**src/rtl/uart_rx_poll_if.sv**
```systemverilog
// uart_rx_poll_if: CPU-side polled interface of the console UART receiver.
//   rd_stb    : CPU read acknowledge, one clock wide
//   rx_data   : last accepted byte
//   rx_ready  : byte available and not yet acknowledged
//   overrun   : a byte was lost because rx_ready was still set
//   frame_err : stop bit sampled low on the last accepted byte
//   rx_busy   : receiver is inside a frame
// Modports: master = CPU / bus decode side, slave = receiver.
interface uart_rx_poll_if #(
   parameter int DATA_BITS = 8
);
   logic                 rd_stb;
   logic [DATA_BITS-1:0] rx_data;
   logic                 rx_ready;
   logic                 overrun;
   logic                 frame_err;
   logic                 rx_busy;

   modport master (
      output rd_stb,
      input  rx_data, rx_ready, overrun, frame_err, rx_busy
   );

   modport slave (
      input  rd_stb,
      output rx_data, rx_ready, overrun, frame_err, rx_busy
   );
endinterface

```
**src/rtl/uart_rx_poll.sv**
```systemverilog
// uart_rx_poll: 16x-oversampled asynchronous serial receiver for the polled
// console UART. baud_tick (con_clk0) is the oversample enable.
//   clock_in  : system clock
//   reset_n   : asynchronous active-low reset
//   baud_tick : one-cycle oversample enable pulse
//   rxd       : asynchronous serial input, idles high
//   bus       : uart_rx_poll_if.slave (rd_stb in; rx_data, rx_ready,
//               overrun, frame_err, rx_busy out)
// Optional feature macro: UART_RX_MAJORITY_EN -- each bit decision becomes the
// 2-of-3 majority of rxs at tick_cnt 7, 8 and 9, decided at tick_cnt 9.
//
// state | meaning
// IDLE  | waiting for a falling edge on an armed (previously high) line
// START | counting into the start bit, validating it at mid-bit
// DATA  | sampling DATA_BITS data bits, LSB first
// STOP  | sampling the stop bit and completing the frame
module uart_rx_poll #(
   parameter int DATA_BITS   = 8,
   parameter int OVERSAMPLE  = 16,
   parameter int SYNC_STAGES = 2
) (
   input  logic            clock_in,
   input  logic            reset_n,
   input  logic            baud_tick,
   input  logic            rxd,
   uart_rx_poll_if.slave   bus
);

   localparam int TW = $clog2(OVERSAMPLE);
   localparam int BW = (DATA_BITS > 1) ? $clog2(DATA_BITS) : 1;

   localparam logic [TW-1:0] T_LAST = TW'(OVERSAMPLE - 1);
   localparam logic [TW-1:0] T_MID  = TW'(OVERSAMPLE / 2 - 1);
   localparam logic [BW-1:0] B_LAST = BW'(DATA_BITS - 1);

`ifdef UART_RX_MAJORITY_EN
   // Counter keeps the bit boundary at T_LAST; samples straddle the centre.
   localparam logic [TW-1:0] T_MAJ1    = TW'(OVERSAMPLE / 2);
   localparam logic [TW-1:0] START_DEC = TW'(OVERSAMPLE / 2 + 1);
   localparam logic [TW-1:0] START_END = T_LAST;
   localparam logic [TW-1:0] BIT_DEC   = TW'(OVERSAMPLE / 2 + 1);
`else
   // Start check at mid-bit re-zeroes the counter, so T_LAST lands mid-bit.
   localparam logic [TW-1:0] START_DEC = T_MID;
   localparam logic [TW-1:0] START_END = T_MID;
   localparam logic [TW-1:0] BIT_DEC   = T_LAST;
`endif

   typedef enum logic [1:0] {IDLE, START, DATA, STOP} state_t;

   state_t               state;
   logic [TW-1:0]        tick_cnt;
   logic [BW-1:0]        bit_cnt;
   logic                 armed;
   logic [DATA_BITS-1:0] shift;
   logic [SYNC_STAGES-1:0] sync_q;
   logic                 rxs;
   logic                 bit_val;
   logic                 frame_done;

   logic [DATA_BITS-1:0] rx_data_q;
   logic                 rx_ready_q;
   logic                 overrun_q;
   logic                 frame_err_q;
   logic                 rx_busy_q;

   always_ff @(posedge clock_in or negedge reset_n) begin
      if (!reset_n) sync_q <= '1;
      else          sync_q <= {sync_q[SYNC_STAGES-2:0], rxd};
   end

   assign rxs = sync_q[SYNC_STAGES-1];

`ifdef UART_RX_MAJORITY_EN
   logic [1:0] maj_q;

   always_ff @(posedge clock_in or negedge reset_n) begin
      if (!reset_n) begin
         maj_q <= '0;
      end else if (baud_tick && state != IDLE) begin
         if (tick_cnt == T_MID)  maj_q[0] <= rxs;
         if (tick_cnt == T_MAJ1) maj_q[1] <= rxs;
      end
   end

   assign bit_val = (maj_q[0] & maj_q[1]) | (maj_q[0] & rxs) | (maj_q[1] & rxs);
`else
   assign bit_val = rxs;
`endif

   assign frame_done = baud_tick && (state == STOP) && (tick_cnt == BIT_DEC);

   always_ff @(posedge clock_in or negedge reset_n) begin
      if (!reset_n) begin
         state       <= IDLE;
         tick_cnt    <= '0;
         bit_cnt     <= '0;
         armed       <= 1'b0;
         shift       <= '0;
         rx_data_q   <= '0;
         rx_ready_q  <= 1'b0;
         overrun_q   <= 1'b0;
         frame_err_q <= 1'b0;
         rx_busy_q   <= 1'b0;
      end else begin
         // A read on the completion edge makes room for the new byte.
         if (frame_done) begin
            if (!rx_ready_q || bus.rd_stb) begin
               rx_data_q   <= shift;
               rx_ready_q  <= 1'b1;
               frame_err_q <= ~bit_val;
            end else begin
               overrun_q <= 1'b1;
            end
         end else if (bus.rd_stb && rx_ready_q) begin
            rx_ready_q  <= 1'b0;
            overrun_q   <= 1'b0;
            frame_err_q <= 1'b0;
         end

         if (baud_tick) begin
            case (state)
               IDLE: begin
                  // armed blocks a held-low line (break) from retriggering
                  if (rxs) begin
                     armed <= 1'b1;
                  end else if (armed) begin
                     state     <= START;
                     tick_cnt  <= '0;
                     armed     <= 1'b0;
                     rx_busy_q <= 1'b1;
                  end
               end
               START: begin
                  tick_cnt <= tick_cnt + 1'b1;
                  if (tick_cnt == START_DEC && bit_val) begin
                     state     <= IDLE;
                     rx_busy_q <= 1'b0;
                  end else if (tick_cnt == START_END) begin
                     state    <= DATA;
                     tick_cnt <= '0;
                     bit_cnt  <= '0;
                  end
               end
               DATA: begin
                  tick_cnt <= tick_cnt + 1'b1;
                  if (tick_cnt == BIT_DEC)
                     shift <= {bit_val, shift[DATA_BITS-1:1]};
                  if (tick_cnt == T_LAST) begin
                     bit_cnt <= bit_cnt + 1'b1;
                     if (bit_cnt == B_LAST) state <= STOP;
                  end
               end
               STOP: begin
                  tick_cnt <= tick_cnt + 1'b1;
                  if (tick_cnt == BIT_DEC) begin
                     state     <= IDLE;
                     rx_busy_q <= 1'b0;
                  end
               end
               default: begin
                  state     <= IDLE;
                  rx_busy_q <= 1'b0;
               end
            endcase
         end
      end
   end

   assign bus.rx_data   = rx_data_q;
   assign bus.rx_ready  = rx_ready_q;
   assign bus.overrun   = overrun_q;
   assign bus.frame_err = frame_err_q;
   assign bus.rx_busy   = rx_busy_q;

endmodule

```
**src/flat_wrapper.sv**
```systemverilog
// flat-port wrapper written by rule: the top's interface ports become plain ports
module uart_rx_poll_flat 
#(
   parameter int DATA_BITS   = 8,
   parameter int OVERSAMPLE  = 16,
   parameter int SYNC_STAGES = 2
)
  (clock_in, reset_n, baud_tick, rxd, bus_rd_stb, bus_rx_data, bus_rx_ready, bus_overrun, bus_frame_err, bus_rx_busy);
  uart_rx_poll_if #(.DATA_BITS(DATA_BITS)) bus_i ();
  input  logic clock_in;
  input  logic reset_n;
  input  logic baud_tick;
  input  logic rxd;
  input wire logic [$bits(bus_i.rd_stb)-1:0] bus_rd_stb;
  output wire logic [$bits(bus_i.rx_data)-1:0] bus_rx_data;
  output wire logic [$bits(bus_i.rx_ready)-1:0] bus_rx_ready;
  output wire logic [$bits(bus_i.overrun)-1:0] bus_overrun;
  output wire logic [$bits(bus_i.frame_err)-1:0] bus_frame_err;
  output wire logic [$bits(bus_i.rx_busy)-1:0] bus_rx_busy;
  assign bus_i.rd_stb = bus_rd_stb;
  assign bus_rx_data = bus_i.rx_data;
  assign bus_rx_ready = bus_i.rx_ready;
  assign bus_overrun = bus_i.overrun;
  assign bus_frame_err = bus_i.frame_err;
  assign bus_rx_busy = bus_i.rx_busy;
  uart_rx_poll #(.DATA_BITS(DATA_BITS), .OVERSAMPLE(OVERSAMPLE), .SYNC_STAGES(SYNC_STAGES)) u_core (.clock_in(clock_in), .reset_n(reset_n), .baud_tick(baud_tick), .rxd(rxd), .bus(bus_i));
endmodule
```
**config.mk**
```make
export PLATFORM = sky130hd
export DESIGN_NAME = uart_rx_poll_flat
export DESIGN_NICKNAME = d
export VERILOG_FILES = /design/src/rtl/uart_rx_poll_if.sv /design/src/rtl/uart_rx_poll.sv /design/src/flat_wrapper.sv
export SDC_FILE = /design/constraint.sdc
export NUM_CORES = 1
export LEC_CHECK = 0
export ABC_AREA = 1
export CAP_MARGIN = 0
export CORE_ASPECT_RATIO = 1.5
export CORE_UTILIZATION = 35
export CTS_CLUSTER_DIAMETER = 50
export DETAILED_ROUTE_END_ITERATION = 7
export GPL_ROUTABILITY_DRIVEN = 0
export HOLD_SLACK_MARGIN = 0.15
export PLACE_DENSITY_LB_ADDON = 0.05
export SYNTH_ARGS = -nofsm -noshare
export SYNTH_HDL_FRONTEND = slang
export SYNTH_SLANG_ARGS = --single-unit
export TNS_END_PERCENT = 100
```
**constraint.sdc**
```tcl
create_clock -name clock_in -period 1.9 [get_ports clock_in]
set_input_delay 0.19 -clock clock_in [delete_from_list [all_inputs] [get_ports clock_in]]
set_output_delay 0.19 -clock clock_in [all_outputs]
set_load 0.05 [all_outputs]
```
==> impl_metrics.sql, run 1 <==
INSERT INTO impl_metrics (metric_group, metric, value, unit) VALUES
('global_routing', 'gr-usage-met3', '5.35', '%'),
('worst_setup_path', 'regToRegStartpoint', 'u_core.tick_cnt[0]', ''),
('sta', 'timing.hold.ws', '296', 'ps'),
('placed_design', 'placedInstanceArea', '1700', 'µm²'),
('global_routing', 'pin_count_of_the_biggest_net_entering_global_routing', '33', ''),
('global_routing', 'groute.usage.overall', '14.6', '%'),
('power', 'power.total', '1910', 'µW'),
('global_routing', 'grt.busiest_layer', 'met2', ''),
('worst_setup_path', 'cp-start-kind', 'flip-flop', ''),
('sta', 'fmaxAchievable', '595', 'MHz'),
('worst_setup_path', 'cp_data_required_time', '1710', 'ps'),
('cells_and_area', 'areaGrowthSynthToFinish', '19.5', '%'),
('routing', 'number_of_optimization_iterations_in_the_first_detailed_route_pass', '4', ''),
('sta', 'setup_repair_after_global_routing_missed_its_margin', 'no', ''),
('clock_tree', 'postCtsSetupRepairBufs', '0', ''),
('clock_tree', 'cts_resized', '0', ''),
('global_routing', 'antenna_found_initial', '0', ''),
('floorplan', 'boundaryPins', '17', ''),
('placed_design', 'port_buffers', '16', ''),
('global_routing', 'gr-usage-met2', '27.0', '%'),
('logic_synthesis', 'synthesis.area', '1490', 'µm²'),
('sta', 'number_of_setup_violations_in_the_final_report', '0', ''),
('global_routing', 'grt_pass1_wl', '5060', 'µm'),
('cells_and_area', 'post-route-util', '44.3', '%'),
('routing', 'detail-route-antenna-nets', '0', ''),
('run_status', 'run_status', 'complete, no violations', ''),
('sta', 'report.final.hold_viol_count', '0', ''),
('worst_setup_path', 'critical-path-max-stage-delay', '820', 'ps'),
('global_routing', 'gr-total-overflow', '0', ''),
('floorplan', 'chipWidth', '55.3', 'µm'),
('routing', 'vias_per_cell', '4.66', ''),
('clock_tree', 'path_clk_slew', '70', 'ps'),
('routing', 'drt_wl_total', '2820', 'µm'),
('logic_synthesis', 'synth_nets', '181', ''),
('power', 'static-leakage-power', '0.000854', 'µW'),
('logic_synthesis', 'synthesis.instances', '173', ''),
('sta', 'min_period', '1680', 'ps'),
('routing', 'wl_per_cell', '11.7', 'µm'),
('logic_synthesis', 'synth.top_cell.area_share', '50.3', '%'),
('clock_tree', 'cts_htree_levels', '2', ''),
('cells_and_area', 'diodes', '0', ''),
('sta', 'worst-slew-pin-transition', '503', 'ps'),
('sta', 'clock_skew', '7.33', 'ps'),
('logic_synthesis', 'postSynthRegisterBits', '32', ''),
('cells_and_area', 'finish.net_count', '203', ''),
('floorplan', 'die_h', '82.0', 'µm'),
('clock_tree', 'hold_buf_cts', '0', ''),
('worst_setup_path', 'cp_top_family', 'buffers and inverters', ''),
('sta', 'tns', '0', 'ps'),
('logic_synthesis', 'seq_area_frac_synth', '53.8', '%'),
('routing', 'post-route-drc-count', '0', ''),
('worst_setup_path', 'endpoint_kind', 'output pin', ''),
('worst_setup_path', 'reg2reg_setup_slack', '390', 'ps'),
('global_routing', 'grt_pass1_vias', '1179', ''),
('sta', 'slew_violations', '0', ''),
('logic_synthesis', 'ys.warnings.count', '0', ''),
('clock_tree', 'cts_sinks', '32', ''),
('logic_synthesis', 'netlist_top_cells_area', 'sky130_fd_sc_hd__dfrtp_1 (50%), sky130_fd_sc_hd__nand2_1 (14%), sky130_fd_sc_hd__inv_1 (5.8%)', ''),
('logic_synthesis', 'synthDominantAreaCellType', 'sky130_fd_sc_hd__dfrtp_1', ''),
('cells_and_area', 'stdcell_area', '1790', 'µm²'),
('clock_tree', 'buffer_levels_on_the_longest_clock_path', '2', ''),
('routing', 'routed-via-count', '1123', ''),
('clock_tree', 'clock_tree_from_tritoncts', 'yes', ''),
('logic_synthesis', 'netlist-cell-type-count', '21', ''),
('global_routing', 'gr-usage-met1', '14.4', '%'),
('clock_tree', 'cts-buffers-inserted', '5', ''),
('floorplan', 'floorplan.core_area', '4030', 'µm²'),
('sta', 'min_period_over_period', '88.5', '%'),
('clock_tree', 'skew_pair_late_insertion_delay', '280', 'ps'),
('floorplan', 'core.rowCount', '28', ''),
('worst_setup_path', 'crit_path_cell_trace', 'clkdlybuf4s50_1', '');
## synth_stat cells
cell	count
sky130_fd_sc_hd__nand4_1	1
sky130_fd_sc_hd__or2_2	1
sky130_fd_sc_hd__nand3_4	2
sky130_fd_sc_hd__dfstp_2	2
sky130_fd_sc_hd__dfrtp_1	30
sky130_fd_sc_hd__nor3_4	1
sky130_fd_sc_hd__o22ai_1	1
sky130_fd_sc_hd__nand2_1	55
sky130_fd_sc_hd__ha_1	3
sky130_fd_sc_hd__nand2_2	2
sky130_fd_sc_hd__o21ai_0	14
sky130_fd_sc_hd__nor2_4	2
sky130_fd_sc_hd__o21ai_1	8
sky130_fd_sc_hd__buf_4	1
sky130_fd_sc_hd__nor2_1	11
sky130_fd_sc_hd__inv_2	3
sky130_fd_sc_hd__nand3_1	6
sky130_fd_sc_hd__a21oi_1	3
sky130_fd_sc_hd__inv_1	23
sky130_fd_sc_hd__buf_6	2
sky130_fd_sc_hd__o21ai_2	2
## registers in the layout, summed over array words and instances (netlist names), named ones only
| signal | count |
|---|---|
| u_core.tick_cnt | 4 |
| u_core.shift | 8 |
| u_core.bus.overrun | 1 |
| u_core.armed | 1 |
| u_core.sync_q | 2 |
| u_core.bus.rx_busy | 1 |
| u_core.state | 1 |
| u_core.bus.rx_ready | 1 |
| u_core.bus.rx_data | 8 |
| u_core.bit_cnt | 3 |
| u_core.bus.frame_err | 1 |
## metal layers
metal	routed length, µm	up-vias
li1	-	581
met3	106	6
met2	1490	14
met5	0	-
met1	1160	522
met4	61	0
## worst paths after layout
kind | end | cells past startpoint
min in group clock_in | u_core.sync_q[0] | 1
max in group asynchronous | u_core.sync_q[0] | 2
min | u_core.tick_cnt[0] | 2
min reg2reg | u_core.sync_q[1] | 0
max reg2reg | flip-flop | 8
max | bus_rx_ready | 1
## layout make-up
class	count	area (µm²)
Fill cell	394	2240
Tap cell	45	56.3
Timing Repair Buffer	18	175
Inverter	26	97.6
Clock buffer	8	90.1
Multi-Input combinational cell	112	563
Sequential cell	32	803
## cells in the final DEF, fill, tap and decap left out
cell and n:
sky130_fd_sc_hd__dfstp_2 2, sky130_fd_sc_hd__inv_2 3, sky130_fd_sc_hd__o21ai_0 14, sky130_fd_sc_hd__or2_2 1
sky130_fd_sc_hd__nor2_1 11, sky130_fd_sc_hd__nand3_4 2, sky130_fd_sc_hd__o21ai_2 2, sky130_fd_sc_hd__nand3_1 6
sky130_fd_sc_hd__nor3_4 1, sky130_fd_sc_hd__o22ai_1 1, sky130_fd_sc_hd__nand2_2 2, sky130_fd_sc_hd__o21ai_1 8
sky130_fd_sc_hd__ha_1 3, sky130_fd_sc_hd__buf_4 2, sky130_fd_sc_hd__inv_1 23, sky130_fd_sc_hd__dfrtp_1 30
sky130_fd_sc_hd__nand2_1 55, sky130_fd_sc_hd__clkdlybuf4s50_1 16, sky130_fd_sc_hd__clkbuf_1 2, sky130_fd_sc_hd__clkbuf_8 6
sky130_fd_sc_hd__nand4_1 1, sky130_fd_sc_hd__a21oi_1 3, sky130_fd_sc_hd__nor2_4 2
## where the power goes
group / internal (µW) / switching [µW]
registers: 776 / 92.8
clock network: 295 / 238
logic: 171 / 339
total: 1240 / 670
## logic make-up after synthesis
group | after synthesis | synth area share, %
simple gates | 81 | 25.2
flops | 32 | 53.8
buf+inv | 29 | 8.54
compound gates | 28 | 9.97
fa+ha+maj | 3 | 2.51
## metrics by stage
step           setup slack [ps]  std cells
2_1_floorplan               545        173
3_3_place_gp                392        233
3_5_place_dp                389        233
4_1_cts                     200        241
5_1_grt                     155        241
6_report                    218        241
(Power assumes the default switching activity.)
==> run 2, diff against run 1 <==
clock period = 2.1 ns   (was 1.9 ns; I/O delays follow)
==> run 2 against run 1 <==
Compared with the run above: sequential cell count is the same; combinational power down 7.8%; hold slack gained 25 ps; register-to-register slack better by 110 ps; sequential power shrank 9.7%; first-iteration DRC count down 15%; design area fell by 0.42%; critical path type unchanged; largest power group unchanged; highest routed layer unchanged.
==> impl_metrics.sql, run 2 (synthesis results as in run 1) <==
INSERT INTO impl_metrics (metric_group, metric, value, unit) VALUES
('run_status', 'run_status', 'complete, no violations', ''),
('worst_setup_path', 'path_buf_inv', '1', ''),
('clock_tree', 'cts_htree_levels', '2', ''),
('floorplan', 'fp.dieArea', '4540', 'µm²'),
('clock_tree', 'cts_resized', '0', ''),
('sta', 'tns', '0', 'ps'),
('sta', 'worst-slew-pin-transition', '567', 'ps'),
('clock_tree', 'cts-root-buf', 'sky130_fd_sc_hd__clkbuf_8', ''),
('clock_tree', 'postCtsSetupRepairBufs', '0', ''),
('global_routing', 'gr-total-overflow', '0', ''),
('run', 'max_cap_viol_count', '0', ''),
('routing', 'drt_iter0_drc', '22', ''),
('worst_setup_path', 'cp-start-kind', 'flip-flop', ''),
('floorplan', 'die_h', '82.0', 'µm'),
('cells_and_area', 'areaGrowthSynthToFinish', '19.0', '%'),
('clock_tree', 'skew_pair_late_insertion_delay', '280', 'ps'),
('worst_setup_path', 'endpoint_kind', 'output pin', ''),
('worst_setup_path', 'critPathSlowestCell', 'sky130_fd_sc_hd__clkdlybuf4s50_1', ''),
('power', 'vdd_drop_max', '0.551', 'mV'),
('sta', 'report.final.hold_viol_count', '0', ''),
('clock_tree', 'cts-buffers-inserted', '5', ''),
('routing', 'detail-route-antenna-nets', '0', ''),
('global_routing', 'antenna_found_initial', '0', ''),
('routing', 'vias_per_cell', '4.68', ''),
('sta', 'number_of_setup_violations_in_the_final_report', '0', ''),
('placed_design', 'port_buffers', '16', ''),
('worst_setup_path', 'timing.critical_path.fanout_max', '4', ''),
('sta', 'slew_violations', '0', ''),
('sta', 'setup_repair_after_global_routing_missed_its_margin', 'no', ''),
('floorplan', 'chipWidth', '55.3', 'µm'),
('floorplan', 'floorplan.core_area', '4030', 'µm²'),
('cells_and_area', 'layout.cells.most_common', 'sky130_fd_sc_hd__nand2_1', ''),
('clock_tree', 'buffer_levels_on_the_longest_clock_path', '2', ''),
('global_routing', 'pin_count_of_the_biggest_net_entering_global_routing', '33', ''),
('floorplan', 'floorplan.initialDensity', '37.1', '%'),
('sta', 'fmaxAchievable', '593', 'MHz'),
('global_routing', 'grt_pass1_wl', '5120', 'µm'),
('clock_tree', 'cts_sinks', '32', ''),
('routing', 'number_of_optimization_iterations_in_the_first_detailed_route_pass', '4', ''),
('floorplan', 'boundaryPins', '17', ''),
('placed_design', 'dp_hpwl', '2080', 'µm'),
('sta', 'timing.hold.ws', '321', 'ps'),
('worst_setup_path', 'crit_path_cell_trace', 'clkdlybuf4s50_1', ''),
('sta', 'clock_skew', '3.90', 'ps'),
('routing', 'wl_per_cell', '11.7', 'µm'),
('global_routing', 'groute.usage.overall', '14.9', '%'),
('cells_and_area', 'mostFrequentLayoutCells', 'sky130_fd_sc_hd__nand2_1 (55), sky130_fd_sc_hd__dfrtp_1 (30), sky130_fd_sc_hd__inv_1 (23)', ''),
('worst_setup_path', 'cp_data_required_time', '1890', 'ps'),
('cells_and_area', 'diodes', '0', ''),
('floorplan', 'core.rowCount', '28', ''),
('global_routing', 'grt_pass1_vias', '1146', ''),
('routing', 'post-route-drc-count', '0', ''),
('routing', 'drt_wl_total', '2810', 'µm'),
('clock_tree', 'hold_buf_cts', '0', ''),
('worst_setup_path', 'critical-path-max-stage-delay', '820', 'ps'),
('worst_hold_path', 'hp-class', 'input pin to asynchronous set/reset pin', ''),
('sta', 'min_period', '1690', 'ps'),
('worst_setup_path', 'setup.worst_path.class', 'flip-flop to output pin', ''),
('worst_setup_path', 'cp_top_family', 'buffers and inverters', ''),
('sta', 'max-slew-margin-rel', '62.1', '%'),
('power', 'static-leakage-power', '0.000848', 'µW'),
('sta', 'min_period_over_period', '80.4', '%'),
('clock_tree', 'path_clk_slew', '70', 'ps'),
('clock_tree', 'clock_tree_from_tritoncts', 'yes', ''),
('worst_setup_path', 'arrival', '1480', 'ps'),
('cells_and_area', 'finish.net_count', '202', ''),
('power', 'cellPowerDensity', '983', 'nW/µm²'),
('cells_and_area', 'drive_gt1_share', '11.3', '%'),
('routing', 'routed-via-count', '1123', '');
run 2: changes by cell type in the layout (fill, tap and decap cells not counted):
cell,before,now
sky130_fd_sc_hd__buf_4,2,1
run 2: through the flow:
stage	total power (µW)	instance area [µm²]	util, %	worst slack, ps	std cells
6_report	1750	1780	44.1	413	240
4_1_cts	1770	1780	44.1	391	240
5_1_grt	1890	1780	44.1	350	240
2_1_floorplan	1150	1490	-	745	173
3_5_place_dp	1280	1690	41.9	383	232
3_3_place_gp	1260	1690	41.9	441	232
run 2: worst paths after layout:
kind / cells after the start / slack (ps) / startpoint / end
worst max-delay path: 1 / 410 / u_core.bus.rx_ready / bus_rx_ready
worst min-delay path: 2 / 320 / reset_n / u_core.tick_cnt[0]
worst max register to register: 4 / 500 / u_core.tick_cnt[0] / u_core.shift[3]
worst min register to register: 0 / 360 / u_core.sync_q[0] / u_core.sync_q[1]
max in group asynchronous: 2 / 1450 / reset_n / u_core.sync_q[0]
min in group clock_in: 1 / 330 / rxd / u_core.sync_q[0]
run 2: area by class of cell:
type / count / area, µm²
Fill cell: 414 / 2250
Multi-Input combinational cell: 112 / 563
Timing Repair Buffer: 17 / 168
Tap cell: 45 / 56.3
Sequential cell: 32 / 803
Inverter: 26 / 97.6
Clock buffer: 8 / 90.1
run 2: routing by layer:
| metal | vias to the layer above | GRT usage, % | routed length (µm) |
|---|---|---|---|
| met5 | - | 0 | 0 |
| met2 | 16 | 26.9 | 1490 |
| li1 | 575 | - | - |
| met1 | 526 | 15.8 | 1170 |
| met4 | 0 | 8.25 | 61 |
| met3 | 6 | 4.09 | 86 |
run 2: power by group:
part	total [µW]	leakage (µW)	switching [µW]	internal (µW)
sequential	785	0.000412	82.8	702
clock	492	0.0000455	225	267
combinational	470	0.000391	315	155
==> run 3, diff against run 2 <==
clock period = 1.6 ns   (was 2.1 ns; I/O delays follow)
==> run 3 against run 2 <==
Compared with the run above: die area stayed put; global-route usage about the same; routed wire length grew 2.4%; hold slack lost 54 ps; first-iteration DRC count shrank 27%; critical path type is now flip-flop to flip-flop; total power grew 32%; design area fell by 0.49%; combinational power increased by 33%; via count is 2.2% higher; highest routed layer unchanged; utilization down 0.22 points; sequential share of layout area increased by 0.29 points; critical path depth increased by 7.
==> impl_metrics.sql, run 3 (synthesis results as in run 1) <==
INSERT INTO impl_metrics (metric_group, metric, value, unit) VALUES
('worst_hold_path', 'hp-class', 'input pin to asynchronous set/reset pin', ''),
('clock_tree', 'buffer_levels_on_the_longest_clock_path', '2', ''),
('cells_and_area', 'areaGrowthSynthToFinish', '18.4', '%'),
('placed_design', 'dpl.cell_count', '234', ''),
('cells_and_area', 'final_cells', '242', ''),
('cells_and_area', 'finish.net_count', '204', ''),
('placed_design', 'dp_hpwl', '2060', 'µm'),
('global_routing', 'antenna_found_initial', '0', ''),
('routing', 'detail-route-antenna-nets', '0', ''),
('clock_tree', 'skew_pair_late_insertion_delay', '280', 'ps'),
('sta', 'slew_violations', '0', ''),
('worst_setup_path', 'timing.critical_path.fanout_max', '4', ''),
('routing', 'wl_per_cell', '11.9', 'µm'),
('cells_and_area', 'layout.cells.most_common', 'sky130_fd_sc_hd__nand2_1', ''),
('placed_design', 'port_buffers', '16', ''),
('global_routing', 'pin_count_of_the_biggest_net_entering_global_routing', '33', ''),
('clock_tree', 'cts-root-buf', 'sky130_fd_sc_hd__clkbuf_8', ''),
('worst_setup_path', 'cp_data_required_time', '1780', 'ps'),
('power', 'cellPowerDensity', '1310', 'nW/µm²'),
('floorplan', 'fp.dieArea', '4540', 'µm²'),
('global_routing', 'gr-usage-met3', '4.25', '%'),
('global_routing', 'grt.busiest_layer', 'met2', ''),
('worst_setup_path', 'critical-path-max-stage-delay', '380', 'ps'),
('cells_and_area', 'mostFrequentLayoutCells', 'sky130_fd_sc_hd__nand2_1 (54), sky130_fd_sc_hd__dfrtp_1 (29), sky130_fd_sc_hd__inv_1 (23)', ''),
('cells_and_area', 'diodes', '0', ''),
('clock_tree', 'cts-buffers-inserted', '5', ''),
('power', 'static-leakage-power', '0.000880', 'µW'),
('floorplan', 'die_h', '82.0', 'µm'),
('routing', 'post-route-drc-count', '0', ''),
('sta', 'number_of_setup_violations_in_the_final_report', '0', ''),
('worst_setup_path', 'arrival', '1640', 'ps'),
('sta', 'report.final.hold_viol_count', '0', ''),
('sta', 'min_period_over_period', '91.1', '%'),
('clock_tree', 'path_clk_slew', '70', 'ps'),
('floorplan', 'floorplan.core_area', '4030', 'µm²'),
('routing', 'number_of_optimization_iterations_in_the_first_detailed_route_pass', '4', ''),
('floorplan', 'floorplan.initialDensity', '37.1', '%'),
('sta', 'min_period', '1460', 'ps'),
('worst_setup_path', 'critPathSlowestCell', 'sky130_fd_sc_hd__dfrtp_1', ''),
('floorplan', 'core.rowCount', '28', ''),
('sta', 'setup_repair_after_global_routing_missed_its_margin', 'no', ''),
('run_status', 'run_status', 'complete, no violations', ''),
('routing', 'routed-via-count', '1148', ''),
('clock_tree', 'cts_sinks', '32', ''),
('routing', 'vias_per_cell', '4.74', ''),
('clock_tree', 'clock_tree_from_tritoncts', 'yes', ''),
('global_routing', 'groute.usage.overall', '14.9', '%'),
('routing', 'drt_iter0_drc', '16', ''),
('power', 'vdd_drop_max', '0.698', 'mV'),
('global_routing', 'gr-usage-met1', '14.9', '%'),
('sta', 'max-slew-margin-rel', '73.1', '%'),
('cells_and_area', 'drive_gt1_share', '19.8', '%'),
('sta', 'worst-slew-pin-transition', '404', 'ps'),
('global_routing', 'gr-usage-met2', '27.6', '%'),
('worst_setup_path', 'cp-start-kind', 'flip-flop', ''),
('sta', 'tns', '0', 'ps'),
('floorplan', 'boundaryPins', '17', ''),
('routing', 'drt_wl_total', '2880', 'µm'),
('floorplan', 'chipWidth', '55.3', 'µm'),
('global_routing', 'gr-total-overflow', '0', ''),
('worst_setup_path', 'crit_path_cell_trace', 'ha_2, nand3_1, nand2_1, nand2_1, nor2_1, nand3_1, nand2_1, nand2_1', ''),
('worst_setup_path', 'endpoint_kind', 'flip-flop', ''),
('run', 'max_cap_viol_count', '0', ''),
('sta', 'fmaxAchievable', '686', 'MHz'),
('global_routing', 'grt_pass1_vias', '1188', ''),
('worst_setup_path', 'cpMostUsedCell', 'sky130_fd_sc_hd__nand2_1', ''),
('global_routing', 'grt_pass1_wl', '5130', 'µm'),
('worst_setup_path', 'setup.worst_path.class', 'flip-flop to flip-flop', ''),
('sta', 'clock_skew', '4.24', 'ps'),
('clock_tree', 'cts_htree_levels', '2', '');
## run 3: metal layers
| metal | up-vias | part of all wire [%] |
|---|---|---|
| li1 | 582 | - |
| met1 | 544 | 41 |
| met2 | 16 | 53 |
| met3 | 6 | 3.3 |
| met4 | 0 | 2.3 |
| met5 | - | 0 |
## run 3: layout make-up
cell class | instances | area, µm²
Multi-Input combinational cell | 112 | 568
Sequential cell | 32 | 805
Timing Repair Buffer | 19 | 153
Clock buffer | 8 | 90.1
Tap cell | 45 | 56.3
Inverter | 26 | 97.6
Fill cell | 421 | 2260
## run 3: path summary, 6_finish.rpt
kind / slack (ps) / depth (start not counted) / start / to
max reg2reg: 140 / 8 / u_core.tick_cnt[1] / flip-flop
max: 140 / 8 / u_core.tick_cnt[1] / flip-flop
min reg2reg: 360 / 0 / u_core.sync_q[0] / u_core.sync_q[1]
max in group asynchronous: 1000 / 2 / reset_n / u_core.sync_q[0]
min in group clock_in: 280 / 1 / rxd / u_core.sync_q[0]
min: 270 / 2 / reset_n / u_core.tick_cnt[3]
## run 3: where the power goes
group	total [µW]	switching, µW	internal [µW]
Combinational	623	420	203
Clock	651	300	351
Sequential	1040	111	924
Total	2310	831	1480
## run 3: per-stage QoR
step / hold slack, ps / instance area (µm²) / setup WS (ps) / power, µW / util [%]
after CTS: 276 / 1760 / 99.2 / 2330 / 43.8
after floorplan: -136 / 1490 / 245 / 1510 / -
final: 266 / 1770 / 143 / 2310 / 43.9
after global routing: 284 / 1770 / 10.8 / 2500 / 43.9
after detailed placement: 351 / 1670 / 112 / 1670 / 41.5
after global placement: 350 / 1670 / 120 / 1650 / 41.5
## run 3: repair_timing
item,CTS,global route
hold buffers,0,0
gates resized for setup,0,3
setup buffers,0,0
setup endpoints to repair,0,2
## run 3: worst max-delay path, delay by kind of cell (launching register included)
| family | cells | cell delay (ps) |
|---|---|---|
| adders and majority gates | 1 | 240 |
| DFF | 1 | 380 |
| and+or+nand+nor | 7 | 740 |
